`config.mk`:
```
export PLATFORM = sky130hd
export DESIGN_NAME = hpu_pivot_search_mc
export DESIGN_NICKNAME = d
export VERILOG_FILES = /design/src/rtl/hpu_pkg.sv /design/src/rtl/pivot_lane_reduce.sv /design/src/rtl/hpu_pivot_search_mc.sv
export SDC_FILE = /design/constraint.sdc
export NUM_CORES = 1
export LEC_CHECK = 0
export CORE_UTILIZATION = 55
export CTS_CLUSTER_SIZE = 12
export DETAILED_ROUTE_END_ITERATION = 10
export GPL_ROUTABILITY_DRIVEN = 0
export PLACE_DENSITY = 0.77
export SYNTH_ARGS = -nofsm -noshare
export SYNTH_HDL_FRONTEND = slang
export SYNTH_SLANG_ARGS = --single-unit
```
`constraint.sdc`:
```
create_clock -name clk -period 12 [get_ports clk]
set_input_delay 3 -clock clk [delete_from_list [all_inputs] [get_ports clk]]
set_output_delay 3 -clock clk [all_outputs]
set_load 0.03 [all_outputs]
```
`src/rtl/hpu_pkg.sv`:
```
// Shared types and the selection rule for the multi-lane HPU pivot search.
// The same merge function is used by the lane tree and the running-best merge.
package hpu_pkg;

  localparam int unsigned DATA_W    = 32;
  localparam int unsigned ROW_IDX_W = 8;

  typedef enum logic {
    PIV_MAX_ABS  = 1'b0,
    PIV_FIRST_NZ = 1'b1
  } pivot_mode_e;

  typedef enum logic [1:0] {
    ST_IDLE    = 2'd0,
    ST_COLLECT = 2'd1,
    ST_DRAIN   = 2'd2,
    ST_DONE    = 2'd3
  } pivot_state_e;

  typedef struct packed {
    logic                 vld;
    logic [DATA_W-1:0]    absval;
    logic [ROW_IDX_W-1:0] row;
    logic [DATA_W-1:0]    value;
  } pivot_cand_t;

  // Magnitude as unsigned; the most negative value maps to 2^(DATA_W-1).
  function automatic logic [DATA_W-1:0] pivot_abs(input logic [DATA_W-1:0] v);
    return v[DATA_W-1] ? ((~v) + DATA_W'(1)) : v;
  endfunction

  // a is earlier in arrival order than b; returns the surviving candidate.
  function automatic pivot_cand_t pivot_merge(
    input pivot_cand_t       a,
    input pivot_cand_t       b,
    input pivot_mode_e       mode,
    input logic [DATA_W-1:0] eps,
    input logic              tie_lowest
  );
    logic take_b;
    take_b = 1'b0;
    if (b.vld) begin
      if (!a.vld) begin
        take_b = 1'b1;
      end else if (mode == PIV_MAX_ABS) begin
        take_b = (b.absval > a.absval) || (!tie_lowest && (b.absval == a.absval));
      end else begin
        take_b = !(a.absval > eps) && (b.absval > eps);
      end
    end
    return take_b ? b : a;
  endfunction

endpackage

```
`src/rtl/pivot_lane_reduce.sv`:
```
// Stage 1 of the pivot search: per-lane magnitude, lane masking and a
// registered LANES-to-1 reduction tree (lower lane = earlier in arrival order).
module pivot_lane_reduce
  import hpu_pkg::*;
#(
  parameter int unsigned LANES      = 4,
  parameter int unsigned TIE_LOWEST = 1
) (
  input  logic                    clk,
  input  logic                    rst,
  input  logic                    in_fire,
  input  pivot_mode_e             mode,
  input  logic [DATA_W-1:0]       eps,
  input  logic [LANES*DATA_W-1:0] in_value,
  input  logic [ROW_IDX_W-1:0]    in_row_base,
  input  logic [LANES-1:0]        lane_en,
  output pivot_cand_t             red_cand,
  output logic                    red_fire
);

  localparam int unsigned NODES = 2 * LANES - 1;

  pivot_cand_t node [NODES];

  // Heap-ordered tree: node k has children 2k+1 (lower lanes) and 2k+2.
  always_comb begin
    for (int n = 0; n < int'(NODES); n++) begin
      node[n] = '0;
    end
    for (int i = 0; i < int'(LANES); i++) begin
      if (lane_en[i]) begin
        node[int'(LANES) - 1 + i].vld    = 1'b1;
        node[int'(LANES) - 1 + i].value  = in_value[i*DATA_W +: DATA_W];
        node[int'(LANES) - 1 + i].absval = pivot_abs(in_value[i*DATA_W +: DATA_W]);
        node[int'(LANES) - 1 + i].row    = in_row_base + ROW_IDX_W'(i);
      end
    end
    for (int k = int'(LANES) - 2; k >= 0; k--) begin
      node[k] = pivot_merge(node[2*k+1], node[2*k+2], mode, eps, TIE_LOWEST != 0);
    end
  end

  always_ff @(posedge clk or posedge rst) begin
    if (rst) begin
      red_cand <= '0;
      red_fire <= 1'b0;
    end else begin
      red_fire <= in_fire;
      if (in_fire) begin
        red_cand <= node[0];
      end
    end
  end

endmodule

```
`src/rtl/hpu_pivot_search_mc.sv`:
```
// Multi-lane pivot search for LU factorisation: max-|v| or first-above-threshold.
// Optional HPU_PIVOT_STATS_EN adds pivot_elem_cnt and pivot_tie outputs.
module hpu_pivot_search_mc #(
  parameter int unsigned DATA_W     = hpu_pkg::DATA_W,
  parameter int unsigned ROW_IDX_W  = hpu_pkg::ROW_IDX_W,
  parameter int unsigned LANES      = 4,
  parameter int unsigned MAX_ELEMS  = 256,
  parameter int unsigned TIE_LOWEST = 1
) (
  input  logic                    clk,
  input  logic                    rst,
  input  logic                    pivot_start,
  output logic                    pivot_busy,
  input  logic                    mode,
  input  logic [DATA_W-1:0]       eps_thresh,
  input  logic                    in_valid,
  output logic                    in_ready,
  input  logic [LANES*DATA_W-1:0] in_value,
  input  logic [ROW_IDX_W-1:0]    in_row_base,
  input  logic [LANES-1:0]        in_lane_mask,
  input  logic                    in_last,
  output logic                    pivot_valid,
  input  logic                    pivot_ready,
  output logic [ROW_IDX_W-1:0]    pivot_row,
  output logic [DATA_W-1:0]       pivot_value,
  output logic                    pivot_fail,
  output logic                    pivot_ovf
`ifdef HPU_PIVOT_STATS_EN
  ,
  output logic [$clog2(MAX_ELEMS+2)-1:0] pivot_elem_cnt,
  output logic                           pivot_tie
`endif
);

  import hpu_pkg::*;

  // DATA_W / ROW_IDX_W must match the widths of pivot_cand_t in hpu_pkg.
  localparam int unsigned CNT_W = $clog2(MAX_ELEMS + 2);
  localparam int unsigned SUM_W = $clog2(MAX_ELEMS + LANES + 2);

  pivot_state_e      state, state_next;
  pivot_mode_e       mode_q;
  logic [DATA_W-1:0] eps_q;
  pivot_cand_t       best, red_cand;
  logic              red_fire;
  logic [CNT_W-1:0]  cnt_q, cnt_next;
  logic [LANES-1:0]  lane_en;
  logic              start_fire, accept, res_hs, ovf_seen;

  // Drop lanes once MAX_ELEMS enabled lanes have been seen; count saturates.
  always_comb begin
    logic [SUM_W-1:0] run;
    run     = SUM_W'(cnt_q);
    lane_en = '0;
    for (int i = 0; i < int'(LANES); i++) begin
      if (in_lane_mask[i]) begin
        lane_en[i] = (run < SUM_W'(MAX_ELEMS));
        run        = run + SUM_W'(1);
      end
    end
    cnt_next = (run > SUM_W'(MAX_ELEMS + 1)) ? CNT_W'(MAX_ELEMS + 1) : CNT_W'(run);
  end

  assign ovf_seen = (cnt_q > CNT_W'(MAX_ELEMS));

  always_ff @(posedge clk or posedge rst) begin
    if (rst) begin
      state <= ST_IDLE;
    end else begin
      state <= state_next;
    end
  end

  always_comb begin
    state_next = state;
    start_fire = 1'b0;
    accept     = 1'b0;
    res_hs     = 1'b0;
    case (state)
      ST_IDLE: begin
        if (pivot_start) begin
          start_fire = 1'b1;
          state_next = ST_COLLECT;
        end
      end
      ST_COLLECT: begin
        if (in_valid) begin
          accept = 1'b1;
          if (in_last) begin
            state_next = ST_DRAIN;
          end
        end
      end
      ST_DRAIN: state_next = ST_DONE;
      ST_DONE: begin
        if (pivot_valid && pivot_ready) begin
          res_hs     = 1'b1;
          state_next = ST_IDLE;
        end
      end
      default: state_next = ST_IDLE;
    endcase
  end

  pivot_lane_reduce #(
    .LANES      (LANES),
    .TIE_LOWEST (TIE_LOWEST)
  ) u_lane_reduce (
    .clk         (clk),
    .rst         (rst),
    .in_fire     (accept),
    .mode        (mode_q),
    .eps         (eps_q),
    .in_value    (in_value),
    .in_row_base (in_row_base),
    .lane_en     (lane_en),
    .red_cand    (red_cand),
    .red_fire    (red_fire)
  );

  // Control latches, stage-2 merge and the registered result channel.
  always_ff @(posedge clk or posedge rst) begin
    if (rst) begin
      mode_q      <= PIV_MAX_ABS;
      eps_q       <= '0;
      best        <= '0;
      cnt_q       <= '0;
      in_ready    <= 1'b0;
      pivot_busy  <= 1'b0;
      pivot_valid <= 1'b0;
      pivot_row   <= '0;
      pivot_value <= '0;
      pivot_fail  <= 1'b0;
      pivot_ovf   <= 1'b0;
    end else begin
      in_ready <= (state_next == ST_COLLECT);
      if (start_fire) begin
        mode_q     <= pivot_mode_e'(mode);
        eps_q      <= eps_thresh;
        best       <= '0;
        cnt_q      <= '0;
        pivot_busy <= 1'b1;
      end
      if (accept) begin
        cnt_q <= cnt_next;
      end
      if (red_fire) begin
        best <= pivot_merge(best, red_cand, mode_q, eps_q, TIE_LOWEST != 0);
      end
      if ((state == ST_DONE) && !pivot_valid) begin
        pivot_valid <= 1'b1;
        pivot_row   <= best.row;
        pivot_value <= best.value;
        pivot_fail  <= ovf_seen || !best.vld || (best.absval <= eps_q);
        pivot_ovf   <= ovf_seen;
      end
      if (res_hs) begin
        pivot_busy  <= 1'b0;
        pivot_valid <= 1'b0;
        pivot_row   <= '0;
        pivot_value <= '0;
        pivot_fail  <= 1'b0;
        pivot_ovf   <= 1'b0;
      end
    end
  end

`ifdef HPU_PIVOT_STATS_EN
  logic tie_q;

  // Tie means a later beat's winner had the same magnitude as the running best.
  always_ff @(posedge clk or posedge rst) begin
    if (rst) begin
      tie_q          <= 1'b0;
      pivot_elem_cnt <= '0;
      pivot_tie      <= 1'b0;
    end else begin
      if (start_fire) begin
        tie_q <= 1'b0;
      end else if (red_fire && red_cand.vld && best.vld && (red_cand.absval == best.absval)) begin
        tie_q <= 1'b1;
      end
      if ((state == ST_DONE) && !pivot_valid) begin
        pivot_elem_cnt <= cnt_q;
        pivot_tie      <= tie_q;
      end
      if (res_hs) begin
        pivot_elem_cnt <= '0;
        pivot_tie      <= 1'b0;
      end
    end
  end
`endif

endmodule

```
==> results of run 1 <==
[report_power, final]
part	internal, mW	total [mW]	switching, mW
Clock	0.482	0.827	0.345
Sequential	1.11	1.39	0.276
Combinational	1.41	3.44	2.03
Total	3.00	5.65	2.65
[area by class of cell]
type                            count  area share
Inverter                          220      0.0299
Sequential cell                   234       0.210
Timing Repair Buffer              345       0.116
Tap cell                          539      0.0242
Clock buffer                       39      0.0287
Antenna cell                        1   0.0000898
Multi-Input combinational cell   2244       0.589
Clock inverter                      5     0.00256
[cell usage after synthesis (all sizes together), types with 8 or more instances]
library cell	count
ha	395
nand2	255
nor2	248
dfrtp	234
inv	220
o21ai	187
a21oi	147
a22o	131
nand4	92
clkbuf	87
a21o	80
xor2	79
a22oi	60
xnor2	59
nand3	41
o31ai	41
o21a	37
nor2b	35
nor3	34
buf	33
nand2b	32
o221ai	30
mux2i	28
or3	21
o41ai	20
nor4	19
o211ai	19
or4	14
and2	13
a221oi	11
mux2	11
a31oi	10
and3	10
or2	8
[how the worst max path moves through the flow]
stage | cells past startpoint | startpoint | endpoint
2_1_floorplan | 40 | in_lane_mask[0] | u_lane_reduce.red_cand[10]
3_3_place_gp | 37 | in_value[7] | u_lane_reduce.red_cand[19]
3_5_place_dp | 37 | in_value[7] | u_lane_reduce.red_cand[19]
4_1_cts | 37 | in_value[7] | u_lane_reduce.red_cand[19]
5_1_grt | 39 | in_value[7] | u_lane_reduce.red_cand[32]
6_report | 40 | in_value[67] | u_lane_reduce.red_cand[19]
[kinds of logic (layout without fill, tap and decap cells)]
| logic type | count (synthesis) | in the layout |
|---|---|---|
| compound gates | 834 | 834 |
| xor+xnor | 138 | 138 |
| fa+ha+maj | 395 | 395 |
| buf+inv | 340 | 609 |
| flops | 234 | 234 |
| mux | 39 | 39 |
| other cells | 0 | 1 |
| simple gates | 838 | 838 |
[cell usage in the layout (no fill, tap or decap), types with 30 or more instances in the layout]
cell type,n
inv_1,219
o31ai_1,40
nand2_1,254
clkdlybuf4s50_1,223
xor2_1,78
nand4_1,91
a21o_1,80
a21oi_1,140
dfrtp_1,234
nor2b_1,34
a22o_1,131
buf_4,116
o21a_1,37
nor3_1,32
o221ai_1,30
o21ai_0,178
xnor2_1,59
nand2b_1,32
ha_1,395
nor2_1,244
a22oi_1,60
nand3_1,40
[registers in the layout, indices dropped and copies added (netlist names), 2 cells and up]
signal and flops:
pivot_row 8, eps_q 32, u_lane_reduce.red_cand 72, state 2, pivot_value 32, cnt_q 9
best 72
[through the flow]
step	instance area, um2	power, mW
3_3_place_gp	26900	4.52
2_1_floorplan	23500	3.57
3_5_place_dp	26900	4.69
5_1_grt	27900	6.05
6_report	27900	5.65
4_1_cts	27800	5.56
[timing repair]
| action | 4_1_cts | 5_1_grt |
|---|---|---|
| setup buffers | 0 | 0 |
| gates resized for setup | 0 | 14 |
| hold endpoints to repair | 0 | 0 |
| setup endpoints to repair | 0 | 71 |
[routing by layer]
| layer | GRT usage | vias to the layer above | wire length, um |
|---|---|---|---|
| met1 | 0.461 | 11442 | 31800 |
| met5 | 0 | - | 0 |
| li1 | - | 10853 | - |
| met3 | 0.0613 | 363 | 7690 |
| met4 | 0.250 | 0 | 5770 |
| met2 | 0.590 | 1438 | 37300 |
[tightest hold or removal path: stages (launching register included)]
cell,delay (ps)
dfrtp_1,340
nand2_1,50
nand2_1,50
==> results.json, run 1 <==
{
  "arrival_ps": 12130,
  "critPathKind": "input port to flip-flop",
  "cts_max_level": 1,
  "syn_area_um2": 23500,
  "fmax_ghz": 0.0855,
  "violations": "design-rule violations",
  "synthAdderAreaFrac": 0.210,
  "fin_crit_ps": 11700,
  "grt_pass1_vias": 23673,
  "post_drt_wl_per_cell_um": 22.7,
  "cts_sinks": 234,
  "timing.rr.start": "cnt_q[0]",
  "hold_depth": 2,
  "rows": 75,
  "finClkSkew_ps": 24.0,
  "synth_xor_area_frac": 0.0517,
  "synthMuxAreaShare": 0.0172,
  "synth_warnings": 0,
  "dpl.hpwl_mm": 64.8,
  "netlist.top_cell.by_area": "dfrtp_1",
  "grt.overflow.total": 0,
  "cts_hold_buf": 0,
  "fin_crit_sh": 0.975,
  "grt_pass1_wl_mm": 128,
  "io_pins": 224,
  "power.leakage_nw": 13.2,
  "synth_seq_cells": 234,
  "grt_max_degree": 104,
  "final.setup.tns_ps": 0,
  "holdWs_ps": 481,
  "worstPathRequired_ps": 12440,
  "fp.dieW_um": 209,
  "syn_inst": 2818,
  "worst_pin_slew_ps": 1240,
  "clkTransAtPathRegs_ps": 60,
  "dp.cells": 3582,
  "numCtsBuffers": 27,
  "syn2layout_area_growth_pct": 18.4,
  "core_area_um2": 42000,
  "finalNonFillerCells": 3627,
  "r2r_setup_slack_ps": 2350,
  "drc_errors": 1,
  "min_to": "pivot_busy",
  "setup_ws_ps": 301,
  "cap_violations": 0,
  "synth_top_flop_cell": "dfrtp_1",
  "synthTopCellsByArea": "dfrtp_1 25%, ha_1 21%, a22o_1 4.9%, nand2_1 4.1%, nor2_1 3.9%",
  "multiInputGateArea_um2": 16400,
  "synthSimpleGateAreaFrac": 0.169,
  "fillCellCount": 3454,
  "worstReg2RegEnd": "u_lane_reduce.red_cand[19]",
  "powerDensity_nw_per_um2": 203,
  "synth_top_cell_area_share": 0.249,
  "drtIter0Drc": 2877,
  "via_count": 24096,
  "reg2regPathDepth": 42,
  "synth_compound_area_frac": 0.245,
  "synth.avg_cell_area_um2": 8.35,
  "synth.distinct_cells": 82,
  "timing.final.hold_violations": 0,
  "critPathCaptureType": "flip-flop",
  "crit_fanout": 16,
  "post-place-ws_ps": -256,
  "drv_slew": 0,
  "portBuffers": 223,
  "avgViaCountPerCell": 6.64,
  "crit_top_cell": "nor2_1",
  "critical_path_buf_inv_count": 6,
  "setup_viol": 0,
  "clock_latency_ps": 580,
  "drive_gt1_frac": 0.0709,
  "synth_top_family_by_area": "compound AO/OA/AOI/OAI gates",
  "synth-edff-count": 0,
  "hold_class": "flip-flop to flip-flop",
  "dr.pass1.iters": 11,
  "root_buffer": "clkbuf_16",
  "seq_area_um2": 5860,
  "cts_tree": "yes",
  "synth_nets": 3392,
  "grt_util_all_layers": 0.370,
  "fin_nets": 3646,
  "start_util": 0.560,
  "antenna_found_initial": 1,
  "hp-start": "pivot_busy",
  "outcome": "finished with violations",
  "die_h_um": 209,
  "ys_seq_area_frac": 0.249,
  "cp_slowest_stage_delay_ps": 490,
  "critPathTopFamily": "simple AND/OR/NAND/NOR gates",
  "cpMaxStageDelayCell": "a22oi_1",
  "synthArstFlopShare": 1.00,
  "drt-total-wl_mm": 82.5,
  "peakVddDrop_v": 0.000138,
  "slew_headroom": 0.174,
  "die-area_um2": 43600,
  "final_antenna_net_count": 0,
  "start_kind": "input port",
  "cts_buffer_depth": 3,
  "post-route-util": 0.663
}
No activity file was read; power rests on OpenSTA's default activity.
==> inputs of run 2 (changes only) <==
--- a/config.mk
+++ b/config.mk
@@ -5,10 +5,12 @@
 export SDC_FILE = /design/constraint.sdc
 export NUM_CORES = 1
 export LEC_CHECK = 0
+export CORE_MARGIN = 2
 export CORE_UTILIZATION = 55
 export CTS_CLUSTER_SIZE = 12
 export DETAILED_ROUTE_END_ITERATION = 10
 export GPL_ROUTABILITY_DRIVEN = 0
+export GPL_TIMING_DRIVEN = 0
 export PLACE_DENSITY = 0.77
 export SYNTH_ARGS = -nofsm -noshare
 export SYNTH_HDL_FRONTEND = slang
==> results.json, run 2 (same netlist as run 1, synthesis figures left out) <==
{
  "outcome": "completed",
  "grt.overflow.total": 0,
  "grt_util_all_layers": 0.372,
  "fin_nets": 3644,
  "holdWs_ps": 476,
  "avgViaCountPerCell": 6.62,
  "placed_cell_area_um2": 26400,
  "cts_tree": "yes",
  "cts_sinks": 234,
  "cp_slowest_stage_delay_ps": 480,
  "cts_buffer_depth": 3,
  "fmax_ghz": 0.0849,
  "drt-total-wl_mm": 84.7,
  "largestRegisters": "best (72), u_lane_reduce.red_cand (72)",
  "start_kind": "input port",
  "critPathKind": "input port to flip-flop",
  "numCtsBuffers": 28,
  "layout_commonest_cell": "ha_1",
  "cap_violations": 0,
  "grt_max_degree": 130,
  "finish.instance_area_um2": 27800,
  "critPathTopFamily": "simple AND/OR/NAND/NOR gates",
  "die_h_um": 211,
  "start_util": 0.559,
  "portBuffers": 218,
  "drv_slew": 0,
  "die-area_um2": 44500,
  "grt_pass1_wl_mm": 128,
  "power_mw": 5.75,
  "hold_class": "flip-flop to flip-flop",
  "critPathCaptureType": "flip-flop",
  "drc_errors": 0,
  "dr.pass1.iters": 7,
  "dpl.hpwl_mm": 69.0,
  "rows": 75,
  "cpMaxStageDelayCell": "clkdlybuf4s50_1",
  "final_antenna_net_count": 0,
  "fp.dieW_um": 211,
  "crit_fanout": 10,
  "arrival_ps": 12210,
  "post_drt_wl_per_cell_um": 23.3,
  "cts_hold_buf": 0,
  "setup_viol": 0,
  "powerDensity_nw_per_um2": 207,
  "io_pins": 224,
  "drtIter0Drc": 2892,
  "power.leakage_nw": 13.0,
  "finClkSkew_ps": 39.4,
  "critical_path_buf_inv_count": 5,
  "cts_max_level": 1,
  "clkTransAtPathRegs_ps": 60,
  "drive_gt1_frac": 0.0563,
  "final_cell_mix": "395 x ha_1, 252 x nand2_1, 241 x nor2_1, 234 x dfrtp_1, 219 x inv_1",
  "clock_latency_ps": 610,
  "grt_pass1_vias": 23156,
  "worstPathRequired_ps": 12430,
  "syn2layout_area_growth_pct": 18.1,
  "via_count": 24019,
  "worst_pin_slew_ps": 1130,
  "timing.final.hold_violations": 0,
  "antenna_found_initial": 2,
  "slew_headroom": 0.246,
  "peakVddDrop_v": 0.000142,
  "root_buffer": "clkbuf_16",
  "core_area_um2": 42100,
  "final.setup.tns_ps": 0,
  "fin_crit_sh": 0.982,
  "fin_crit_ps": 11780
}
## run 2: cell count changes in the layout (fill, tap and decap cells not counted), moves of 9 or more
cell | before | now
buf_4 | 116 | 11
clkbuf_1 | 4 | 74
buf_2 | 0 | 10
buf_6 | 0 | 9
clkbuf_2 | 0 | 9
mux2i_1 | 27 | 18
## run 2: per-layer routing
metal / vias up / wire [um] / global-route usage
met2: 1496 / 35900 / 0.564
met1: 11325 / 33000 / 0.488
met4: 0 / 6530 / 0.256
li1: 10845 / - / -
met3: 353 / 9210 / 0.0620
met5: - / 0 / 0
## run 2: power breakdown
group | switching (mW) | leakage (nW) | internal (mW) | total, mW
Clock | 0.366 | 0.479 | 0.534 | 0.901
Combinational | 2.09 | 9.43 | 1.39 | 3.48
Sequential | 0.256 | 3.06 | 1.11 | 1.37
Total | 2.71 | 13.0 | 3.04 | 5.75
## run 2: worst paths after layout
kind	start	to	slack, ps	depth (start not counted)
max	in_value[7]	u_lane_reduce.red_cand[11]	220	38
min	pivot_busy	pivot_busy	480	2
max reg2reg	cnt_q[0]	u_lane_reduce.red_cand[19]	2120	44
min reg2reg	pivot_busy	pivot_busy	480	2
max in group asynchronous	rst	u_lane_reduce.red_cand[48]	7860	3
min in group asynchronous	rst	cnt_q[5]	2950	2
## run 2: metrics by stage
step / std cells / util / worst slack [ps]
floorplan: 2818 / - / 959
global placement: 3575 / 0.626 / -2110
detailed placement: 3577 / 0.628 / -2290
CTS: 3627 / 0.656 / 33.9
global route: 3630 / 0.660 / -74.4
finish: 3630 / 0.660 / 219
## run 2: area by class of cell
type	count	area, um2
Antenna cell	1	2.50
Buffer	119	618
Clock buffer	34	753
Clock inverter	16	214
Fill cell	3450	14300
Inverter	220	833
Multi-Input combinational cell	2244	16600
Sequential cell	234	5860
Tap cell	539	674
Timing Repair Buffer	223	2250
## run 2: timing repair
item,in CTS,in global routing
pin swaps,0,6
buffers inserted,1,2
gates cloned,0,0
endpoints found under the setup margin,71,71
gates resized for setup,61,44
## run 2: worst min-delay path, stage by stage (launching register included)
cell and delay, ps:
dfrtp_1 340, nand2_1 50, nand2_1 50
